**config.mk**
```make
export PLATFORM = sky130hd
export DESIGN_NAME = decode_family_stage
export DESIGN_NICKNAME = d
export VERILOG_FILES = /design/src/rtl/decode_family_stage.sv
export SDC_FILE = /design/constraint.sdc
export NUM_CORES = 1
export LEC_CHECK = 0
export CAP_MARGIN = 20
export CORE_MARGIN = 4
export CORE_UTILIZATION = 50
export DETAILED_ROUTE_END_ITERATION = 12
export PLACE_DENSITY = 0.8
export SETUP_SLACK_MARGIN = 0.4
export SYNTH_ARGS = -nofsm -noshare
export SYNTH_HDL_FRONTEND = slang
export SYNTH_SLANG_ARGS = --single-unit
```
**constraint.sdc**
```tcl
create_clock -name clk -period 4.14 [get_ports clk]
set_input_delay 0.414 -clock clk [delete_from_list [all_inputs] [get_ports clk]]
set_output_delay 0.414 -clock clk [all_outputs]
set_load 0.03 [all_outputs]
```
**src/rtl/decode_family_stage.sv**
```systemverilog
// ARMv4 decode-family classifier feeding a DEPTH-entry queue. Accepted words appear on out_* one cycle later.
// in_ready falls when the queue is full or flush is high; a full queue does not pass a word straight through.
module decode_family_stage #(
  parameter int DEPTH        = 4,
  parameter int CNT_WIDTH    = 16,
  parameter bit COPROC_UNDEF = 1'b0,
  parameter bit NV_UNDEF     = 1'b1
) (
  input  logic                 clk,
  input  logic                 reset,
  input  logic                 flush,
  input  logic                 in_valid,
  output logic                 in_ready,
  input  logic [31:0]          in_ir,
  output logic                 out_valid,
  input  logic                 out_ready,
  output logic [31:0]          out_ir,
  output logic [16:0]          out_family,
  output logic [CNT_WIDTH-1:0] undef_count
);

  localparam int AW = $clog2(DEPTH);

  logic [AW-1:0] rd_ptr, wr_ptr;
  logic [AW:0]   count;
  logic [31:0]   mem_ir  [DEPTH];
  logic [16:0]   mem_fam [DEPTH];
  logic [16:0]   fam;
  logic          push, pop;

  always_comb begin
    fam = '0;
    case (in_ir[27:25])
      3'b001: begin
        if (in_ir[24:23] == 2'b10 && in_ir[21:20] == 2'b10)      fam[6]  = 1'b1;
        else if (in_ir[24:23] == 2'b10 && in_ir[21:20] == 2'b00) fam[16] = 1'b1;
        else                                                     fam[0]  = 1'b1;
      end
      3'b010: fam[9] = 1'b1;
      3'b011: begin
        if (!in_ir[4]) fam[10] = 1'b1;
        else           fam[16] = 1'b1;
      end
      3'b100: fam[14] = 1'b1;
      3'b101: fam[15] = 1'b1;
      3'b110, 3'b111: fam[16] = COPROC_UNDEF;
      default: begin
        // The 000 space is ambiguous; the checks below are ordered by priority.
        if (in_ir[7:4] == 4'b1001) begin
          if (in_ir[24:22] == 3'b000)                                fam[3]  = 1'b1;
          else if (in_ir[24:23] == 2'b01)                            fam[4]  = 1'b1;
          else if (in_ir[24:23] == 2'b10 && in_ir[21:20] == 2'b00)   fam[13] = 1'b1;
          else                                                       fam[16] = 1'b1;
        end else if (in_ir[7] && in_ir[4]) begin
          if (in_ir[22]) fam[11] = 1'b1;
          else           fam[12] = 1'b1;
        end else if (in_ir[24:23] == 2'b10 && !in_ir[20]) begin
          if (in_ir[7:4] == 4'b0001 && in_ir[22:21] == 2'b01)        fam[8]  = 1'b1;
          else if (in_ir[7:4] == 4'b0000 && !in_ir[21])              fam[5]  = 1'b1;
          else if (in_ir[7:4] == 4'b0000 && in_ir[21])               fam[7]  = 1'b1;
          else                                                       fam[16] = 1'b1;
        end else if (!in_ir[4]) begin
          fam[1] = 1'b1;
        end else begin
          fam[2] = 1'b1;
        end
      end
    endcase
    if (NV_UNDEF && in_ir[31:28] == 4'hF) fam = 17'h10000;
  end

  assign in_ready   = (count < (AW+1)'(DEPTH)) && !flush;
  assign out_valid  = (count != '0);
  assign push       = in_valid && in_ready;
  assign pop        = out_valid && out_ready && !flush;
  assign out_ir     = out_valid ? mem_ir[rd_ptr]  : '0;
  assign out_family = out_valid ? mem_fam[rd_ptr] : '0;

  always_ff @(posedge clk) begin
    if (reset) begin
      rd_ptr      <= '0;
      wr_ptr      <= '0;
      count       <= '0;
      undef_count <= '0;
    end else begin
      if (flush) begin
        rd_ptr <= '0;
        wr_ptr <= '0;
        count  <= '0;
      end else begin
        if (push) wr_ptr <= wr_ptr + 1'b1;
        if (pop)  rd_ptr <= rd_ptr + 1'b1;
        case ({push, pop})
          2'b10:   count <= count + 1'b1;
          2'b01:   count <= count - 1'b1;
          default: count <= count;
        endcase
      end
      if (push && fam[16] && !(&undef_count)) undef_count <= undef_count + 1'b1;
    end
  end

  // Storage needs no reset: out_* are gated by count.
  always_ff @(posedge clk) begin
    if (push) begin
      mem_ir[wr_ptr]  <= in_ir;
      mem_fam[wr_ptr] <= fam;
    end
  end

endmodule
```
# Yosys cells after proc, flatten, opt, wreduce, memory -nomap -nowiden
# Memories as Yosys holds them, arrays and structs flattened. A register that Yosys moved wholly into a read port is not among the register bits.
# Index checks and enable logic that the tools add are counted.
# totals
memories	2
ramBits	196
input_bits	37
regBits	23
word_cells	115
# classes
addsub	5
muxes	61
reduce_logical	26
magnitude_cmp	1
eq_ne	16
# mem_list
name	depth	word_bits	rd	rd_ports_with_merged_regs	write_ports	line	text
mem_ir	4	32	1	1	1	26	logic [31:0] mem_ir [DEPTH];
mem_fam	4	17	1	1	1	27	logic [16:0] mem_fam [DEPTH];
# op_table
operator	count
$mux 1	40
$mux 17	2
$mux 32	1
$mux 2	14
$add 16x1->16 const B	1
$reduce_and 16->1	1
$logic_and 1x1->1	13
$eq 3x3->1 const B	4
$eq 4x4->1 const B	2
$reduce_or 7->1	1
$eq 2x1->1 const B	3
$eq 2x2->1 const B	3
$eq 3x2->1 const B	2
$pmux 3 s2	1
$mux 5	1
$reduce_or 5->1	1
$add 2x1->2 const B	2
$eq 4x1->1 const B	1
$logic_not 1->1	4
$logic_not 4->1	1
$add 3x1->3 const B	1
$eq 3x1->1 const B	1
$logic_not 3->1	1
$lt 3x3->1 const B	1
7 further kinds	7

# Logic depth before layout (Yosys ltp)
# logic_depth
ltp_word	12
depth_mapped	10
mapped_depth_nobuf	9

# Worst setup path after synthesis
# No wires, ideal clock.
# synth_timing
path_kind	input -> register
start	input flush
end	memory mem_fam[0][0] (enable)
cell_stages	2
path_slack_ns	1.470
arrival_ns	2.258
n_path_buf	0
path_cell_list	nor2_1 -> and3_1
# synth_between
elab_chain_cells	5
# synth_lines
element	line	text
start, declared	11	input logic flush,
$logic_not 1->1	72	assign in_ready = (count < (AW+1)'(DEPTH)) && !flush;
$logic_and 1x1->1	72	
$logic_and 1x1->1	74	assign push = in_valid && in_ready;
$mux 1	105	if (push) begin
$mux 1 (not written as such)	107	mem_fam[wr_ptr] <= fam;
end, declared	27	
# Every way passes these cells.

==> results by group <==
Timing
  – Clock skew: 0.0110 ns
  – Setup TNS: 0 ns
  – Setup Viol. Count Final: 0
  – RSZ-0062 raised after global routing: no
  – Fmax: 309 MHz
  – Worst relative slew slack: 0.442
  – Fin crit share: 0.783
  – Final Max Tran Viols: 0
  – Final Hold Fails: 0
  – WHS: 0.513 ns
  – Fin crit period: 3.24 ns
  – Tightest Pin Transition: 0.837 ns

Placement
  – Final HPWL DP: 11,500 µm
  – RD Place Congestion: 0.837
  – Port Buf Inserts: 103
  – Placed Cells: 823
  – Dpl cell area: 10,200 µm²

Worst hold path
  – Min-delay worst type: flop to flop

Power
  – Power share of the sequential group: 0.540
  – P per Cell Area: 417 nW/µm²
  – Logic pwr share: 0.053
  – Internal cell power: 3.65 mW
  – Lkg Pwr: 3.49 nW
  – Switch Pwr: 0.900 mW
  – Switching share of power: 0.198
  – Total power: 4.55 mW
  – Clock Power Share: 0.406
  – Max rail drop VDD: 0.000288 V

Layout
  – # fillers: 1,203
  – Area Growth Syn to Fin: 22.3%
  – Final cell count without fillers: 861
  – N_diodes: 0
  – Commonest cells after routing, fill and taps aside: 196 x edfxtp_1, 103 x clkdlybuf4s50_1, 51 x nor2b_1
  – Fraction of layout cells with a size suffix above 1: 0.167
  – Commonest non-fill, non-tap cell in the layout: edfxtp_1
  – Nets@finish: 665
  – Design area: 10,900 µm²

Global route
  – First-pass GRT wire length: 29,100 µm
  – Initial antenna violation count: 0
  – Vias in the first global route: 5,209
  – Total grt overflow: 0
  – Gr usage total: 0.187
  – Largest net degree at the start of global routing: 51

Synthesis
  – Fraction of registers with async set/reset: 0
  – Top cells by area, synth: edfxtp_1 66%, mux4_2 12%, dfxtp_1 5.6%
  – Top cell type's share of synthesized area: 0.659
  – Main synth FF type: edfxtp_1
  – Mean Syn Cell Area: 17.7 µm²
  – Mapped Cells: 505
  – Post-Synth Adder-Cell Area: 0.0107
  – Synth Area in Compound Gates: 0.0231
  – Simple logic cell fraction of the synthesized area: 0.100
  – Post-synthesis cell type count: 45
  – Synthesis-stage register bit count: 221
  – Number of synthesized flops with an enable pin: 196
  – Sequential-to-total area share from yosys stat: 0.715
  – Leading area contributor after synthesis: edfxtp_1
  – Mapped Nets: 549
  – Synthesized area: 8930 µm²
  – Mux contribution to synthesized area: 0.126
  – Xor and xnor area share after synthesis: 0.00981
  – Synth warn: 0
  – Largest family of logic cells by synthesized area: multiplexers

Clock network
  – Post_cts resized: 0
  – Root Buffer Master: clkbuf_16
  – TritonCTS clock tree: yes
  – Post-CTS Setup Inserts: 0
  – TritonCTS Buffers: 21
  – Clk pin slew, worst setup/hold paths: 0.06 ns
  – Clock Sinks: 221
  – Clock Path Buffers: 3
  – H-tree levels: 1
  – Clock Latency Late Sink: 0.50 ns
  – Hold buffers post-CTS: 0

Routing
  – DR iter-0 viols: 289
  – Antenna Nets Post-Route: 0
  – Avg Vias per Cell: 5.70
  – DRT Wirelength: 18,400 µm
  – 1st-pass router iterations: 5
  – DR DRC count: 0
  – Total number of vias: 4,906
  – Routed WL per cell: 21.3 µm

Setup path
  – Critical path launch point type: flop
  – Crit-path max FO: 27
  – CP Data Required Time: 3.73 ns
  – Critical Path Sink Type: primary output
  – Setup CP Type: flop to primary output
  – Worst Path Arrival: 2.83 ns
  – Worst reg2reg setup slack: 1.84 ns

Status
  – Status: complete, no violations

Die
  – I/O pin cnt: 104
  – Die span in y: 142 µm
  – Site Rows: 48
  – Die Wd: 142 µm
  – Die ar.: 20,100 µm²
  – Initial core utilization: 0.513
  – Core area: 17,400 µm²

Job
  – Max Cap Viol: 0
## power groups by stage
stage / Clock, mW / Combinational [mW] / Sequential [mW]
finish: 1.85 / 0.243 / 2.46
global route: 1.98 / 0.260 / 2.46
CTS: 1.89 / 0.246 / 2.46
detailed placement: 0 / 0.242 / 2.51
global placement: 0 / 0.236 / 2.50
floorplan: 0 / 0.124 / 2.50
## cell usage after synthesis, types with 3 or more instances
library cell	number
mux4_2	49
o21ai_0	9
o2111ai_1	3
a21oi_1	12
nor2_1	24
or2_2	3
nor2b_1	51
nand2_1	13
nor4_1	4
and2_1	5
nand3_1	7
xnor2_1	3
or3_1	9
nand4_1	3
nor3_1	6
buf_2	6
inv_1	9
dfxtp_1	25
ha_1	6
o211ai_1	3
edfxtp_1	196
and3_1	9
nor3b_1	3
xor2_1	7
clkbuf_1	15
## state kept, by name (all words and copies together), names as in the netlist, named ones only
name	count
mem_fam	68
undef_count	16
count	3
wr_ptr	2
mem_ir	128
rd_ptr	2
## metal layers
metal	global-route usage	wire length, µm
met5	0	0
met2	0.319	9530
met1	0.249	7480
met4	0.0490	289
met3	0.0347	1050
## path summary, 6_finish.rpt
kind,end,startpoint,cells past startpoint
hold / removal,undef_count[5],undef_count[5],2
setup / recovery,out_ir[19],flop,4
hold reg to reg,undef_count[5],undef_count[5],2
setup reg to reg,count[2],count[0],8
## stage by stage
| stage | worst slack (ns) | util |
|---|---|---|
| 6_report | 0.899 | 0.627 |
| 3_5_place_dp | 1.06 | 0.588 |
| 4_1_cts | 0.817 | 0.627 |
| 3_3_place_gp | 1.20 | 0.588 |
| 5_1_grt | 0.703 | 0.627 |
| 2_1_floorplan | 1.47 | - |
## critical path: stages, from the launching register on
cell and delay, ns:
dfxtp_4 0.70, buf_4 0.34, mux4_2 0.53, nor2b_1 0.14, clkdlybuf4s50_1 0.62
## kinds of logic (layout without fill, tap and decap cells)
| family | count (synthesis) | in the layout |
|---|---|---|
| DFF | 221 | 221 |
| and+or+nand+nor | 152 | 152 |
| muxes | 51 | 51 |
| AOI/OAI and AO/OA | 33 | 33 |
| buffers and inverters | 31 | 162 |
| xor gates and xnor gates | 10 | 10 |
| adders and majority gates | 7 | 7 |
## layout make-up
type,instances,area (µm²),area share
Clock buffer,29,576,0.0527
Inverter,9,33.8,0.00310
Clock inverter,9,92.6,0.00848
Timing Repair Buffer,115,1120,0.103
Tap cell,225,282,0.0258
Sequential cell,221,6390,0.586
Multi-Input combinational cell,253,2420,0.222
(Power assumes the default switching activity.)
